===== src/rtl/frame_param_pkg.sv =====
`default_nettype none
// ============================================================================
//  Module   : frame_param_pkg
//  Purpose  : Shared types and constants for the frame parameter loader:
//             FSM state encoding, field index map of the parameter block and
//             default parameter values.
//  Ports    : none (package)
//  Revision : 1.0 - initial release
// ============================================================================
package frame_param_pkg;

  // Loader FSM states
  typedef enum logic [1:0] {
    ST_IDLE   = 2'd0,
    ST_WAIT   = 2'd1,
    ST_READ   = 2'd2,
    ST_COMMIT = 2'd3
  } state_t;

  // Position of each parameter word within the committed field bus
  localparam int FLD_X_POINTS   = 0;
  localparam int FLD_X_BLOCKS   = 1;
  localparam int FLD_Y_POINTS   = 2;
  localparam int FLD_CYC_PER_PT = 3;
  localparam int FLD_DA_DLY     = 4;
  localparam int FLD_ACQ_DLY    = 5;
  localparam int FLD_CCD_DLY    = 6;
  localparam int FLD_SYS_STATE  = 7;

  // Default configuration
  localparam int DEF_DATA_W      = 16;
  localparam int DEF_ADDR_W      = 13;
  localparam int DEF_NUM_FIELDS  = 8;
  localparam int DEF_BASE_ADDR   = 0;
  localparam int DEF_ADDR_STRIDE = 2;
  localparam int DEF_RD_LATENCY  = 1;
  localparam int DEF_WAIT_CYCLES = 1;

endpackage
`default_nettype wire


===== src/rtl/frame_param_loader_rdy_edge_sync.sv =====
`default_nettype none
// ============================================================================
//  Module   : rdy_edge_sync
//  Purpose  : Two-flop synchroniser for the (possibly asynchronous) data_rdy
//             level, followed by a delay flop and a rising-edge detector.
//  Ports    : clk      - system clock
//             rst_n    - asynchronous active-low reset
//             data_rdy - raw ready level from the PC side
//             start    - one-cycle pulse on a synchronised rising edge
//  Revision : 1.0 - initial release
// ============================================================================
module rdy_edge_sync (
  input  logic clk,
  input  logic rst_n,
  input  logic data_rdy,
  output logic start
);

  logic d0;
  logic d1;
  logic d2;

  always_ff @(posedge clk or negedge rst_n) begin
    if (!rst_n) begin
      d0 <= 1'b0;
      d1 <= 1'b0;
      d2 <= 1'b0;
    end else begin
      d0 <= data_rdy;
      d1 <= d0;
      d2 <= d1;
    end
  end

  assign start = d1 & ~d2;

endmodule
`default_nettype wire


===== src/rtl/frame_param_loader.sv =====
`default_nettype none
// ============================================================================
//  Module   : frame_param_loader
//  Purpose  : On a rising edge of data_rdy, reads NUM_FIELDS parameter words
//             from BRAM with a fully pipelined read, collects them in shadow
//             registers and commits them atomically to the fields bus,
//             followed by a one-cycle frame_done pulse.
//  Options  : `define FRAME_PARAM_CHECKSUM_EN to read one extra XOR checksum
//             word after the fields; a mismatching frame is not committed
//             and pulses csum_err instead of frame_done.
//  Ports    : clk, rst_n         - clock, asynchronous active-low reset
//             data_rdy           - PC finished writing BRAM (level, async)
//             abort              - drop the frame in progress
//             rd_en, addr        - BRAM read port request
//             rd_data            - BRAM read data (RD_LATENCY clocks later)
//             fields             - committed fields, field i at [i*DATA_W +: DATA_W]
//             frame_done         - pulse when fields are committed
//             frame_valid        - sticky: a frame was committed since reset
//             busy               - FSM not idle
//             overrun            - pulse when a start arrives while busy
//             csum_err           - (checksum build only) checksum mismatch pulse
//  Revision : 1.0 - initial release
// ============================================================================
module frame_param_loader
  import frame_param_pkg::*;
#(
  parameter int DATA_W      = DEF_DATA_W,
  parameter int ADDR_W      = DEF_ADDR_W,
  parameter int NUM_FIELDS  = DEF_NUM_FIELDS,
  parameter int BASE_ADDR   = DEF_BASE_ADDR,
  parameter int ADDR_STRIDE = DEF_ADDR_STRIDE,
  parameter int RD_LATENCY  = DEF_RD_LATENCY,
  parameter int WAIT_CYCLES = DEF_WAIT_CYCLES
) (
  input  logic                         clk,
  input  logic                         rst_n,
  input  logic                         data_rdy,
  input  logic                         abort,
  output logic                         rd_en,
  output logic [ADDR_W-1:0]            addr,
  input  logic [DATA_W-1:0]            rd_data,
  output logic [NUM_FIELDS*DATA_W-1:0] fields,
  output logic                         frame_done,
  output logic                         frame_valid,
  output logic                         busy,
`ifdef FRAME_PARAM_CHECKSUM_EN
  output logic                         csum_err,
`endif
  output logic                         overrun
);

  // The checksum word, when present, is simply one more word in the burst.
`ifdef FRAME_PARAM_CHECKSUM_EN
  localparam int NUM_WORDS = NUM_FIELDS + 1;
`else
  localparam int NUM_WORDS = NUM_FIELDS;
`endif
  localparam int READ_LEN = NUM_WORDS + RD_LATENCY;
  localparam int CNT_W    = $clog2(READ_LEN + 1);
  localparam int IDX_W    = (NUM_WORDS > 1) ? $clog2(NUM_WORDS) : 1;

  state_t              state;
  state_t              state_nxt;
  logic                start;
  logic [7:0]          wait_cnt;
  logic [CNT_W-1:0]    rd_cnt;
  logic                issue;
  logic                last_read;
  logic [ADDR_W-1:0]   issue_addr;
  logic [ADDR_W-1:0]   addr_hold;
  logic                csum_ok;
  logic [DATA_W-1:0]   shadow   [NUM_WORDS];
  logic                pipe_vld [RD_LATENCY];
  logic [IDX_W-1:0]    pipe_idx [RD_LATENCY];

  rdy_edge_sync u_rdy_edge_sync (
    .clk      (clk),
    .rst_n    (rst_n),
    .data_rdy (data_rdy),
    .start    (start)
  );

  // Issue cycles are the first NUM_WORDS cycles of READ; the remaining
  // RD_LATENCY cycles only drain the capture pipe.
  assign issue      = (state == ST_READ) && (rd_cnt < CNT_W'(NUM_WORDS));
  assign last_read  = (rd_cnt == CNT_W'(READ_LEN - 1));
  // ADDR_W-wide arithmetic gives the modulo 2^ADDR_W wrap for free.
  assign issue_addr = ADDR_W'(BASE_ADDR) + ADDR_W'(rd_cnt) * ADDR_W'(ADDR_STRIDE);

`ifdef FRAME_PARAM_CHECKSUM_EN
  logic [DATA_W-1:0] csum_calc;

  always_comb begin
    csum_calc = '0;
    for (int i = 0; i < NUM_FIELDS; i++) begin
      csum_calc = csum_calc ^ shadow[i];
    end
  end

  assign csum_ok = (csum_calc == shadow[NUM_FIELDS]);
`else
  assign csum_ok = 1'b1;
`endif

  // ---------------------------------------------------------------- state reg
  always_ff @(posedge clk or negedge rst_n) begin
    if (!rst_n) begin
      state <= ST_IDLE;
    end else begin
      state <= state_nxt;
    end
  end

  // --------------------------------------------------------------- next state
  always_comb begin
    state_nxt = state;
    case (state)
      ST_IDLE: begin
        if (start) begin
          state_nxt = (WAIT_CYCLES == 0) ? ST_READ : ST_WAIT;
        end
      end
      ST_WAIT: begin
        if (wait_cnt == 8'd1) begin
          state_nxt = ST_READ;
        end
      end
      ST_READ: begin
        if (last_read) begin
          state_nxt = ST_COMMIT;
        end
      end
      ST_COMMIT: state_nxt = ST_IDLE;
      default:   state_nxt = ST_IDLE;
    endcase
    // Abort overrides every transition, including the one into COMMIT.
    if (abort && (state != ST_IDLE)) begin
      state_nxt = ST_IDLE;
    end
  end

  // ------------------------------------------------------------------ outputs
  always_comb begin
    busy  = (state != ST_IDLE);
    rd_en = issue;
    addr  = issue ? issue_addr : addr_hold;
  end

  // ----------------------------------------------------------------- datapath
  always_ff @(posedge clk or negedge rst_n) begin
    if (!rst_n) begin
      wait_cnt    <= '0;
      rd_cnt      <= '0;
      addr_hold   <= '0;
      fields      <= '0;
      frame_done  <= 1'b0;
      frame_valid <= 1'b0;
      overrun     <= 1'b0;
`ifdef FRAME_PARAM_CHECKSUM_EN
      csum_err    <= 1'b0;
`endif
      for (int i = 0; i < NUM_WORDS; i++) begin
        shadow[i] <= '0;
      end
    end else begin
      frame_done <= 1'b0;
      overrun    <= start && busy;
`ifdef FRAME_PARAM_CHECKSUM_EN
      csum_err   <= 1'b0;
`endif

      case (state)
        ST_IDLE: begin
          if (start) begin
            rd_cnt   <= '0;
            wait_cnt <= 8'(WAIT_CYCLES);
          end
        end
        ST_WAIT: wait_cnt <= wait_cnt - 8'd1;
        ST_READ: rd_cnt   <= rd_cnt + CNT_W'(1);
        default: ;
      endcase

      if (issue) begin
        addr_hold <= issue_addr;
      end

      if ((state == ST_READ) && pipe_vld[RD_LATENCY-1]) begin
        shadow[pipe_idx[RD_LATENCY-1]] <= rd_data;
      end

      if ((state == ST_COMMIT) && !abort) begin
        if (csum_ok) begin
          for (int i = 0; i < NUM_FIELDS; i++) begin
            fields[i*DATA_W +: DATA_W] <= shadow[i];
          end
          frame_done  <= 1'b1;
          frame_valid <= 1'b1;
        end else begin
`ifdef FRAME_PARAM_CHECKSUM_EN
          csum_err <= 1'b1;
`endif
        end
      end
    end
  end

  // Capture pipe: stage RD_LATENCY-1 is valid in the cycle whose closing edge
  // samples rd_data for that issue. Flushed outside READ so an aborted frame
  // leaves nothing in flight.
  always_ff @(posedge clk or negedge rst_n) begin
    if (!rst_n) begin
      for (int i = 0; i < RD_LATENCY; i++) begin
        pipe_vld[i] <= 1'b0;
        pipe_idx[i] <= '0;
      end
    end else if (state != ST_READ) begin
      for (int i = 0; i < RD_LATENCY; i++) begin
        pipe_vld[i] <= 1'b0;
      end
    end else begin
      pipe_vld[0] <= issue;
      pipe_idx[0] <= IDX_W'(rd_cnt);
      for (int i = RD_LATENCY - 1; i > 0; i--) begin
        pipe_vld[i] <= pipe_vld[i-1];
        pipe_idx[i] <= pipe_idx[i-1];
      end
    end
  end

endmodule
`default_nettype wire


===== config.mk =====
export PLATFORM = sky130hd
export DESIGN_NAME = frame_param_loader
export DESIGN_NICKNAME = d
export VERILOG_FILES = /design/src/rtl/frame_param_pkg.sv /design/src/rtl/frame_param_loader_rdy_edge_sync.sv /design/src/rtl/frame_param_loader.sv
export SDC_FILE = /design/constraint.sdc
export NUM_CORES = 1
export LEC_CHECK = 0
export BUFFER_PORTS_ARGS = -buffer_cell sky130_fd_sc_hd__buf_2
export CORE_MARGIN = 3
export CORE_UTILIZATION = 45
export CTS_BUF_LIST = sky130_fd_sc_hd__clkbuf_4 sky130_fd_sc_hd__clkbuf_8
export DETAILED_ROUTE_END_ITERATION = 8
export PLACE_DENSITY = 0.65
export SLEW_MARGIN = 20
export SYNTH_ARGS = -nofsm -noshare
export SYNTH_HDL_FRONTEND = slang
export SYNTH_SLANG_ARGS = --single-unit

===== constraint.sdc =====
create_clock -name clk -period 3.7 [get_ports clk]
set_input_delay 0 -clock clk [delete_from_list [all_inputs] [get_ports clk]]
set_output_delay 0 -clock clk [all_outputs]
set_load 0.005 [all_outputs]

Word-level counts from Yosys, hierarchy flattened

Index checks and enable logic that the tools add are counted.
W data, S select, Z words.

Bits in registers: 293
Input port bits: 20
Output and inout bits: 146
Word-level logic and storage cells: 68

$add $sub $neg: 2
Magnitude comparators: 3
Equal/unequal tests: 10
Multiplexer cells: 15
Bitwise gates (word level): 3
Reduce and logical (&&, ||, !) cells: 14

Operators by type and width:

| kind                  | number |
|---|---|
| $bwmux W128           | 1 |
| $demux W16 S3         | 1 |
| $mux W16              | 1 |
| $pmux W8 S2           | 1 |
| $mux W13              | 1 |
| $eq A8 B1 Y1 const B  | 1 |
| $mux W2               | 4 |
| $mux W8               | 1 |
| $pmux W2 S4           | 1 |
| $pmux W4 S2           | 1 |
| $sub A8 B1 Y8 const B | 1 |
| $logic_and A1 B1 Y1   | 6 |
| $ne A3 B3 Y1 const B  | 2 |
| $reduce_bool A2 Y1    | 3 |
| $add A4 B1 Y4 const B | 1 |
| $eq A2 B2 Y1 const B  | 2 |
| $eq A4 B4 Y1 const B  | 1 |
| $ge A4 B4 Y1 const B  | 1 |
| $lt A4 B1 Y1 const B  | 1 |
| $lt A4 B4 Y1 const B  | 1 |
| $mux W4               | 1 |
| $ne A2 B2 Y1 const B  | 2 |
| $not A3 Y4            | 1 |
| $reduce_and A2 Y1     | 2 |
| other kinds (8)       | 9 |

Depth between registers and ports, before layout

Depth after elaboration: 6
Gate-level depth with buffers: 7
Mapped depth without buffers: 6

Hierarchy

Synthesis repeated with hierarchy kept, for this count alone.

Cell total of the unflattened synthesis: 702
Area, all modules: 11239.5 µm²

Modules (own cells, without submodules):

| module             | times used | cells each | area an instance (µm²) | sequential area each (µm²) |
|---|---|---|---|---|
| frame_param_loader | 1          | 698        | 11150.7                | 7257.0 |
| rdy_edge_sync      | 1          | 4          | 88.8                   | 75.1 |

Worst setup path before layout

No wires, ideal clock.

Kind: flip-flop to flip-flop
Start: reg state[0]
End: reg shadow[10] (netlist bit)
Library setup time: 0.125 ns
Arrival time: 1.729 ns
Data required time: 3.575 ns
Path slack: 1.846 ns
Stages on the path, launching flop included: 7
Buffers on the path: 1
Clock period less this slack: 1.854 ns
Cell sequence: dfrtp_1 -> inv_1 -> ha_1 -> nand3_1 -> nor2_1 -> buf_2 -> mux2_2

Longest elaborated chain between the ends: 2

RTL lines:

| element                         | RTL line                  | RTL |
|---|---|---|
| from (decl)                     | frame_param_loader.sv:62  | `state_t state;` |
| from (signal assigned)          | frame_param_loader.sv:110 | `state <= state_nxt;` |
| $eq A2 B2 Y1                    | frame_param_loader.sv:188 | `if ((state == ST_READ) && pipe_vld[RD_LATENCY-1]) begin` |
| $logic_and A1 B1 Y1             | frame_param_loader.sv:188 |  |
| to (signal, indexed assignment) | frame_param_loader.sv:189 | `shadow[pipe_idx[RD_LATENCY-1]] <= rd_data;` |
| to (decl)                       | frame_param_loader.sv:72  | `logic [DATA_W-1:0] shadow [NUM_WORDS];` |

No other way between the ends.
A chain may end at the register's enable or synchronous reset.

Worst setup path in the final report

Start: reg state[0]
End: reg shadow[105] (netlist bit)

Same word-level chain as after synthesis.

==> summary.md <==
| Metric | Value |
|---|---|
| Cells after synthesis | 700 |
| Finished Layout Cells | 1273 |
| Setup TNS | 0 ns |
| CTS Sinks | 293 |
| Die Wd | 163 um |
| Leak | 0.00710 uW |
| Pint | 6390 uW |
| Routed WL | 23600 um |
| Peak supply drop | 0.000308 V |
| All-Layer GR Usage | 18.3% |
| PD cells | 638 nW/um^2 |
| Comb power frac | 17.4% |
| DRC | 0 |
| CTS buffer count | 48 |
| DR iter-0 viols | 366 |
| Slew Viols, Final | 0 |
| Layout Skew | 0.0170 ns |
| Post-synth EDFFs | 0 |
| Max FO, Critical Path | 16 |
| H-tree Lvls | 2 |
| Sequential fraction of the synthesis area | 65.8% |
| Max-cap violation count | 0 |
| Number of hold violations in the final report | 0 |
| Seq pwr share | 47.5% |
| Avg Synthesized Cell Area | 15.9 um^2 |
| Dpl cell area | 12300 um^2 |
| Min-delay worst type | in2async |
| I/O pin count | 166 |
| Cells after DPL | 1165 |
| Rows | 56 |
| Die H | 163 um |
| Vias | 6407 |
| Post-Syn Nets | 728 |
| Crit path DAT | 2.93 ns |
| Global-route wire length before repair | 38300 um |
| Initial Util | 46.6% |
| Nets | 943 |
| Congestion Overflow GR | 0 |
| PortBufs | 165 |
| Initial antenna violation count | 0 |
| Net Sw Frac | 26.4% |
| Slew HR | 38.9% |
| Fmax | 0.400 GHz |
| Layout cells sized above 1 | 56.0% |
| TritonRoute pass-1 iters | 4 |
| # Post-CTS Setup Buffers | 0 |
| Via density | 5.03 |
| Post-CTS Resized | 0 |
| Area grow syn2layout | 22.2% |
| Worst R2R Path Depth | 5 |
| Max Buffers Root-to-Sink | 3 |
| Top cells by area, synth | dfrtp_1, mux2_2, ha_1 |
| CTS root buf | clkbuf_8 |
| # setup viols final | 0 |
| Crit path capture type | register |
| WL per Instance | 18.6 um |
| Clk pwr share | 35.1% |
| Yosys reg bits | 293 |
| Fraction of registers with async set/reset | 100% |
| Synthesis warning total | 0 |
| Design area | 13600 um^2 |
| Worst Setup Start Kind | register |
| Die footprint | 26700 um^2 |
| Syn Std Cell Area | 11100 um^2 |
| Post-synth top area cell | dfrtp_1 |
| Fin crit share | 67.6% |
| Worst-path clk slew | 0.06 ns |
| Top cell type's share of synthesized area | 65.8% |
| Routed Antenna Nets | 0 |
| Least-Margin Pin Slew | 0.915 ns |
| Final setup margin | 1.20 ns |
| RSZ-0062 raised after global routing | no |
| CTS tree | built |
| Pre-CTS WS | 1.17 ns |
| Kind of critical path | reg2reg |
| Status | finished clean |
| Clk_lat worst skew | 0.55 ns |
| Final Critical Period | 2.50 ns |
| Finished Core Util | 57.0% |
| Core area | 23900 um^2 |
| Gp weighted congestion | 0.777 |
| Dpl hpwl | 15200 um |
| Vias in the first global route | 6692 |
| Switching pwr | 2300 uW |
| Top FF cell, synth | dfrtp_1 |
| Unique cell type count in the Yosys netlist | 43 |
| Worst Path Required | 4.13 ns |
| Largest net degree at the start of global routing | 101 |
-- registers in the layout, summed over array words and instances (netlist names), 2 cells and up --
register and count:
addr_hold 13, fields 128, pipe_idx 3, rd_cnt 4, shadow 128, state 2, wait_cnt 8
-- cell type report --
cell class	count	area (um^2)
multi-input combinational	369	3640
tap	319	399
timing repair buffer	193	1120
clock buffer	79	1010
inverter	10	37.5
antenna	1	2.50
clock inverter	9	76.3
fill	2001	10300
sequential	293	7330
-- path summary, 6_finish.rpt --
| check | endpoint | from | slack [ns] |
|---|---|---|---|
| hold / removal | shadow[116]$_DFFE_PN0P_ | rst_n | 0.08 |
| max in group asynchronous | shadow[88]$_DFFE_PN0P_ | rst_n | 2.63 |
| min in group clk | u_rdy_edge_sync.d0$_DFF_PN0_ | data_rdy | 0.09 |
| setup / recovery | shadow[105]$_DFFE_PN0P_ | state[0]$_DFFE_PN0P_ | 1.20 |
| setup reg to reg | shadow[105]$_DFFE_PN0P_ | state[0]$_DFFE_PN0P_ | 1.20 |
| hold reg to reg | u_rdy_edge_sync.d1$_DFF_PN0_ | u_rdy_edge_sync.d0$_DFF_PN0_ | 0.35 |
-- logic make-up (layout without fill, tap and decap cells) --
logic type               count (synthesis)  in the layout  share of synthesized area, %
flip-flops                             293            293                          65.8
other                                    0              1                             0
AND/OR/NAND/NOR                         65             65                          3.08
AO/OA/AOI/OAI                           31             31                          1.90
XOR/XNOR                                 3              3                         0.236
adder cells (fa/ha/maj)                  8              8                         0.898
buffers and inverters                   38            291                          1.64
multiplexers                           262            262                          26.5
-- synth_stat cells (all sizes together), types with 3 or more instances --
library cell,n
clkbuf,6
o21ai,8
a21oi,6
and2,10
nor2b,3
nor3,3
buf,22
mux2,261
dfrtp,293
or3,3
ha,8
nor2,16
nand2,14
nand2b,4
nand3,3
inv,10
-- cell usage in the layout (no fill, tap or decap), types with 2 or more instances in the layout --
cell | Yosys | final
a21oi_1 | 6 | 6
nor2_1 | 13 | 10
inv_1 | 10 | 10
buf_2 | 17 | 164
dlygate4sd3_1 | 0 | 19
or2_2 | 2 | 2
nand3_1 | 3 | 3
clkinv_2 | 0 | 6
buf_4 | 1 | 7
nand3b_1 | 2 | 2
a21o_1 | 2 | 2
o211ai_1 | 2 | 2
clkbuf_8 | 0 | 67
o21ai_0 | 8 | 8
and2_1 | 10 | 10
nor2b_1 | 3 | 2
nor2_2 | 3 | 6
mux2_2 | 261 | 261
xor2_1 | 2 | 2
a22o_1 | 2 | 2
dfrtp_1 | 293 | 293
a22oi_1 | 2 | 2
nor3_1 | 3 | 3
or3_1 | 3 | 3
buf_12 | 0 | 2
clkbuf_4 | 0 | 12
nand2b_1 | 4 | 4
ha_1 | 8 | 8
nand2_1 | 14 | 14
-- metrics by stage --
stage          total power (uW)  hold WS, ns
6_report                   8690       0.0832
5_1_grt                    9210       0.0683
2_1_floorplan              5020       -0.296
3_5_place_dp               5710       0.0947
4_1_cts                    8830       0.0461
3_3_place_gp               5660       0.0958
-- repair_timing --
item | 4_1_cts | 5_1_grt
endpoints found under the setup margin | 0 | 0
hold endpoints to repair | 232 | 0
hold buffers | 19 | 0
-- per-layer routing --
layer / GRT usage [%] / share of wire, % / up-vias
li1: - / - / 2931
met1: 26.0 / 46 / 3297
met2: 27.8 / 46 / 154
met3: 5.00 / 6.5 / 25
met4: 5.31 / 1.6 / 0
met5: 0 / 0 / -
-- power by group through the flow --
| stage | logic, uW | clock network [uW] | registers (uW) |
|---|---|---|---|
| floorplan | 909 | 0 | 4110 |
| global placement | 1490 | 0 | 4170 |
| detailed placement | 1520 | 0 | 4190 |
| CTS | 1550 | 3150 | 4130 |
| global route | 1690 | 3310 | 4210 |
| finish | 1510 | 3050 | 4130 |
-- critical path, stage by stage, from the launching register on --
cell and delay, ns:
dfrtp_1 0.41, inv_1 0.09, ha_1 0.43, nand3b_1 0.25
nor2_2 0.77, mux2_2 0.42
No activity file was read; power rests on OpenSTA's default activity.
